==> config.mk <==
export PLATFORM = sky130hd
export DESIGN_NAME = decode_stage
export DESIGN_NICKNAME = d
export VERILOG_FILES = /design/src/rtl/decode_stage.sv
export SDC_FILE = /design/constraint.sdc
export NUM_CORES = 2
export LEC_CHECK = 0
export ABC_CLOCK_PERIOD_IN_PS = 66200
export CAP_MARGIN = 20
export CORE_UTILIZATION = 60
export DETAILED_ROUTE_END_ITERATION = 10
export PLACE_DENSITY_LB_ADDON = 0.15
export REMOVE_ABC_BUFFERS = 1
export SLEW_MARGIN = 20
export SYNTH_ARGS = -nofsm -noshare
export SYNTH_HDL_FRONTEND = slang
export SYNTH_SLANG_ARGS = --single-unit
==> constraint.sdc <==
create_clock -name reloj -period 66.2 [get_ports reloj]
set_input_delay 9.93 -clock reloj [delete_from_list [all_inputs] [get_ports reloj]]
set_output_delay 9.93 -clock reloj [all_outputs]
set_load 0.03 [all_outputs]
==> src/rtl/decode_stage.sv <==
// Decode stage: 2-read/1-write register file with write bypass, immediate
// extension and jump-target formation, followed by a stall/flush pipeline register.
module decode_stage #(
  parameter int unsigned DATA_W  = 32,
  parameter int unsigned NREG    = 32,
  parameter int unsigned IMM_W   = 16,
  parameter int unsigned JADDR_W = 26,
  localparam int unsigned ADDR_W = $clog2(NREG),
  localparam int unsigned PCH_W  = DATA_W - JADDR_W - 2
) (
  input  logic               reloj,
  input  logic               reset,
  input  logic [ADDR_W-1:0]  DIR_A,
  input  logic [ADDR_W-1:0]  DIR_B,
  input  logic [ADDR_W-1:0]  DIR_WRA,
  input  logic [DATA_W-1:0]  DI,
  input  logic               REG_WR,
  input  logic               REG_RD,
  input  logic               SEL_I,
  input  logic [IMM_W-1:0]   IMD,
  input  logic [JADDR_W-1:0] address,
  input  logic [PCH_W-1:0]   PC_4,
  input  logic               in_valid,
  input  logic               stall,
  input  logic               flush,
  output logic [DATA_W-1:0]  DOA,
  output logic [DATA_W-1:0]  DOB,
  output logic [DATA_W-1:0]  out_mux_sz,
  output logic [DATA_W-1:0]  out_addr,
  output logic               out_valid
);

  localparam int unsigned EXT_W = DATA_W - IMM_W;

  logic [DATA_W-1:0] regs [NREG];

  logic              wr_en_c;
  logic [DATA_W-1:0] rd_a_c;
  logic [DATA_W-1:0] rd_b_c;
  logic [DATA_W-1:0] ext_c;
  logic [DATA_W-1:0] jaddr_c;

  // Writes to r0 are dropped so it stays hard-wired to zero.
  assign wr_en_c = !REG_WR && (DIR_WRA != '0);

  always_ff @(posedge reloj or posedge reset) begin
    if (reset) begin
      for (int unsigned i = 0; i < NREG; i++) begin
        regs[i] <= '0;
      end
    end else if (wr_en_c) begin
      regs[DIR_WRA] <= DI;
    end
  end

  // Read ports: disabled reads give zero, same-cycle writes forward DI.
  always_comb begin
    rd_a_c = '0;
    rd_b_c = '0;
    if (!REG_RD) begin
      if (DIR_A != '0) begin
        rd_a_c = (wr_en_c && (DIR_WRA == DIR_A)) ? DI : regs[DIR_A];
      end
      if (DIR_B != '0) begin
        rd_b_c = (wr_en_c && (DIR_WRA == DIR_B)) ? DI : regs[DIR_B];
      end
    end
  end

  always_comb begin
    ext_c   = {{EXT_W{SEL_I & IMD[IMM_W-1]}}, IMD};
    jaddr_c = {PC_4, address, 2'b00};
  end

  // Output register: flush beats stall beats load.
  always_ff @(posedge reloj or posedge reset) begin
    if (reset) begin
      DOA        <= '0;
      DOB        <= '0;
      out_mux_sz <= '0;
      out_addr   <= '0;
      out_valid  <= 1'b0;
    end else if (flush) begin
      DOA        <= '0;
      DOB        <= '0;
      out_mux_sz <= '0;
      out_addr   <= '0;
      out_valid  <= 1'b0;
    end else if (!stall) begin
      DOA        <= rd_a_c;
      DOB        <= rd_b_c;
      out_mux_sz <= ext_c;
      out_addr   <= jaddr_c;
      out_valid  <= in_valid;
    end
  end

endmodule

Word level (Yosys, flattened, before mapping)
Cells that the tools add are included.

Register bits: 1153. Bits of input ports: 101. Output and inout port bits: 129. Word-level logic and storage cells: 81.

Magnitude comparators: 4. Eq/ne operators: 3. Muxes and demuxes: 25. Bitwise gates (word level): 4. Reduce and logical (&&, ||, !) cells: 8.

Operator list (number): $bwmux W1024 (1); $mux W32 (19); $bmux W32 S5 (2); $demux W32 S5 (1); $ge A6 B6 Y1 const B (3); $not A5 Y6 (3); $reduce_bool A5 Y1 (3); $eq A5 B5 Y1 (2); $lt A6 B1 Y1 const B (1); $logic_and A1 B1 Y1 (4); $mux W1 (2); $ne A2 B1 Y1 const B (1); $and A1 B1 Y1 (1); $logic_not A1 Y1 (1).

Depth between registers and ports, before layout
Depth after elaboration: 9. Depth in mapped cells: 10.

Least setup slack after synthesis
No wires, ideal clock.

Path type: in2reg. Start point: in DIR_A[0]. End point: reg DOA[10]. Arrival: 11.770 ns. Slack: 54.304 ns. Stages on the path: 7. Path through: buf_2 -> buf_6 -> buf_2 -> mux4_2 -> a2111oi_2 -> nor3_1 -> a221o_1.

Word-level cells in the longest chain between the ends: 9.

Ends and longest elaborated chain: start: declaration (line 13) `input logic [ADDR_W-1:0] DIR_A,`; $not A5 Y6 (not written as such) (line 62) `rd_a_c = (wr_en_c && (DIR_WRA == DIR_A)) ? DI : regs[DIR_A];`; $bmux W32 S5 (line 62); $mux W32 (not written as such) (2 in a row) (line 62); $mux W32 (line 62); $mux W32 * (line 61) `if (DIR_A != '0) begin`; $mux W32 * (line 60) `if (!REG_RD) begin`; $mux W32 * (line 89) `end else if (!stall) begin`; $mux W32 * (line 83) `end else if (flush) begin`; end signal: assignment (line 90) `DOA <= rd_a_c;`; end: declaration (line 26) `output logic [DATA_W-1:0] DOA,`.

Mark *: on every way between the ends. The rest lies on a longest branch, timed or not. The select of a mux whose other input is x is not followed. A chain may end at the register's enable or synchronous reset.

Worst setup path in the final report
Start point: in DIR_B[0]. End point: reg DOB[11].

Word-level cells in the longest chain between the ends: 9.

Ends and longest elaborated chain: start: declaration (line 14) `input logic [ADDR_W-1:0] DIR_B,`; $not A5 Y6 (not written as such) (line 65) `rd_b_c = (wr_en_c && (DIR_WRA == DIR_B)) ? DI : regs[DIR_B];`; $bmux W32 S5 (line 65); $mux W32 (not written as such) (2 in a row) (line 65); $mux W32 (line 65); $mux W32 * (line 64) `if (DIR_B != '0) begin`; $mux W32 * (line 60); $mux W32 * (line 89); $mux W32 * (line 83); end signal: assignment (line 91) `DOB <= rd_b_c;`; end: declaration (line 27) `output logic [DATA_W-1:0] DOB,`.

Marks and branches as above.

==> flow_summary.toml <==
[status]
status = "finished with violations"
violations = "design-rule violations"

[power_and_ir_drop]
clock_power_share_pct = 35.8
p_int_mw = 1.46
comb_power_share_pct = 18.5
pwr-share-seq_pct = 45.6
p_per_area_mw_per_mm2 = 30.3
irDropWorstVdd_v = 0.0000245
power.switching_uw = 526
swShare_pct = 26.5
p_leak_nw = 28.6

[critical_path]
crit_top_cell = "buf_4"
r2r_setup_slack_ns = 63.96
endpoint_kind = "flip-flop"
crit_family = "buffers and inverters"
worst_path_max_delay_cell = "buf_4"
r2r-start = "regs[534]"
crit_required_ns = 66.78
rr_endpoint = "DOB[22]"
crit_chain = "buf_8 -> buf_4 -> buf_4 -> buf_4 -> xnor2_1 -> nand3_1 -> o31ai_4 -> buf_4 -> nor3_1 -> a221o_1"
worst-path-stages = 10
path_max_fanout = 46
ff2ff_path_depth = 5
max_stage_delay_ns = 0.79
path_class = "input pin to flip-flop"
critPathArrivalTime_ns = 14.28
cp.buffers_inverters = 5
critPathLaunchType = "input pin"

[synthesis]
yosys-top-cells-area = "dfrtp_1 (48%), mux2_2 (20%), mux4_2 (15%)"
yosysTopAreaCellShare_pct = 48.4
yosysWarnings = 0
synth_top_family_by_area = "multiplexers"
synth-edff-count = 0
synth_ff_type = "dfrtp_1"
ys_seq_area_share_pct = 48.4
synthXorXnorAreaFrac_pct = 0.149
yosysUniqueCellTypes = 50
synthTopCellsByCount = "dfrtp_1 (1136), mux2_2 (1055), mux4_2 (383)"
synthMuxAreaShare_pct = 40.1
ys_seq_elements = 1136
postSynthAreaPerCell_um2 = 14.8
synth-compound-area-share_pct = 6.13
syn-cell-area_mm2 = 0.0588
yosysTopAreaCell = "dfrtp_1"
synth-simple-area-share_pct = 1.55
post-synth-top-count-cell = "dfrtp_1"
synthAdderAreaFrac_pct = 0
synthCells = 3985
async_flop_share_pct = 100

[clock_tree]
cts_tree = "built"
cts_setup_buffers = 0
cts_hold_buffers = 0
cts_resized = 0
htreeDepth = 3
cts_inserted_buffers = 119
clkLatencyLatePin_ns = 0.71
cts_root_buffer = "clkbuf_16"
cts_buffer_depth = 3
clock_sinks = 1136
clkTransAtPathRegs_ns = 0.06

[drt]
drtIter0Drc = 4055
num_vias = 38393
avgViaCountPerCell = 7.20
post-route-drc-count = 20
drtPass1Iterations = 8
drt_wl_total_mm = 178
detail-route-antenna-nets = 0
avgRoutedWirePerCell_um = 33.3

[sta]
fin_crit_ns = 13.70
relSlewSlack_pct = 24.1
final.setup_skew_ns = 0.0243
finalHoldViolations = 0
rsz0062_at_grt = "no"
min_period_over_period_pct = 20.7
setup_viol = 0
maxSlewViolCount = 0
tightest_slew_ns = 1.14
max_freq_mhz = 73.0
tns_ns = 0

[die]
rows = 114
start_util_pct = 60.7
ios = 230
core-area_mm2 = 0.0969
die_width_um = 315
die_area_mm2 = 0.0992
die_y_um = 315

[global_routing]
grtUsageTotal_pct = 36.4
grt_pass1_vias = 38997
grt_overflow_total = 0
grt_max_degree = 166
antenna_found_initial = 5
grt_pass1_wl_mm = 264

[min_path]
hold_end = "regs[994]"
hold_start = "regs[994]"
holdPathStages = 0
min_path_type = "flip-flop to flip-flop"

[place]
place_congestion = 0.811
dp_hpwl_mm = 95.6
port_buffers = 227

[job]
maxCapViolations = 0

[layout]
syn_to_final_growth_pct = 11.5
drive_gt1_share_pct = 45.3
nets = 4054
post-route-util_pct = 67.7
## stage by stage
| stage | setup slack [ns] | total power, mW | area (µm²) | instances | hold slack [ns] |
|---|---|---|---|---|---|
| 2_1_floorplan | 24.28 | 1.16 | 56600 | 3507 | 0.365 |
| 3_3_place_gp | 51.69 | 1.26 | 61500 | 5106 | 0.378 |
| 3_5_place_dp | 51.67 | 1.28 | 61500 | 5107 | 0.384 |
| 4_1_cts | 52.42 | 1.99 | 65700 | 5331 | 0.400 |
| 5_1_grt | 51.96 | 2.06 | 65600 | 5332 | 0.411 |
| 6_report | 52.50 | 1.98 | 65600 | 5333 | 0.398 |
## state kept, by name (all words and copies together) (netlist names)
| name | flops |
|---|---|
| DOA | 32 |
| DOB | 32 |
| out_addr | 30 |
| out_mux_sz | 17 |
| out_valid | 1 |
| regs | 1024 |
## power groups by stage
stage          combinational, mW  sequential [mW]  clock [mW]
6_report                   0.368            0.906       0.712
4_1_cts                    0.368            0.901       0.719
3_3_place_gp               0.357            0.905           0
2_1_floorplan              0.262            0.895           0
3_5_place_dp               0.366            0.913           0
5_1_grt                    0.392            0.920       0.745
## placed cells by master, fill, tap and decap left out, types with 7 or more instances in the layout
cell,count
clkbuf_16,122
o221ai_1,64
buf_4,93
nor2_1,54
mux2_2,1055
nand3b_1,7
nor3_1,38
mux2i_1,304
a2111oi_0,14
clkbuf_1,26
o22ai_1,63
clkinv_2,19
clkdlybuf4s50_1,192
dfrtp_1,1136
nand2_2,15
a221o_1,64
buf_2,27
nor2_4,14
mux4_2,383
a2111oi_2,19
bufinv_16,12
clkbuf_8,38
a211oi_1,84
nand2_1,32
a221oi_1,36
a22o_1,63
## metal layers
metal	up-vias	wire length (µm)	track usage (%)
li1	15375	-	-
met4	4	7870	14.7
met1	20567	71100	51.0
met3	491	16100	7.49
met2	1956	82600	56.2
met5	-	22	0
## how the worst max path moves through the flow
stage	start	endpoint	slack, ns
final	DIR_B[0]	DOB[11]	52.50
after global routing	reset	regs[82]	51.96
after CTS	reset	regs[82]	52.42
after detailed placement	reset	regs[573]	51.67
after global placement	reset	regs[541]	51.69
after floorplan	reset	DOA[0]	24.28
## cell families (layout without fill, tap and decap cells)
| logic type | after synthesis | after routing |
|---|---|---|
| AND/OR/NAND/NOR | 194 | 194 |
| XOR/XNOR | 10 | 10 |
| flip-flops | 1136 | 1136 |
| multiplexers | 1743 | 1743 |
| AO/OA/AOI/OAI | 420 | 420 |
| other | 1 | 3 |
| buffers and inverters | 481 | 551 |
## cell type report
| class | instances | area, µm² |
|---|---|---|
| diodes | 1 | 2.50 |
| clock buffers | 186 | 3670 |
| clock inverters | 38 | 520 |
| fillers | 6777 | 31300 |
| inverters | 2 | 15.0 |
| multi-input cells | 2369 | 28400 |
| flip-flops and latches | 1136 | 28400 |
| well taps | 1276 | 1600 |
| repair buffers | 325 | 2960 |
(Power assumes the default switching activity.)
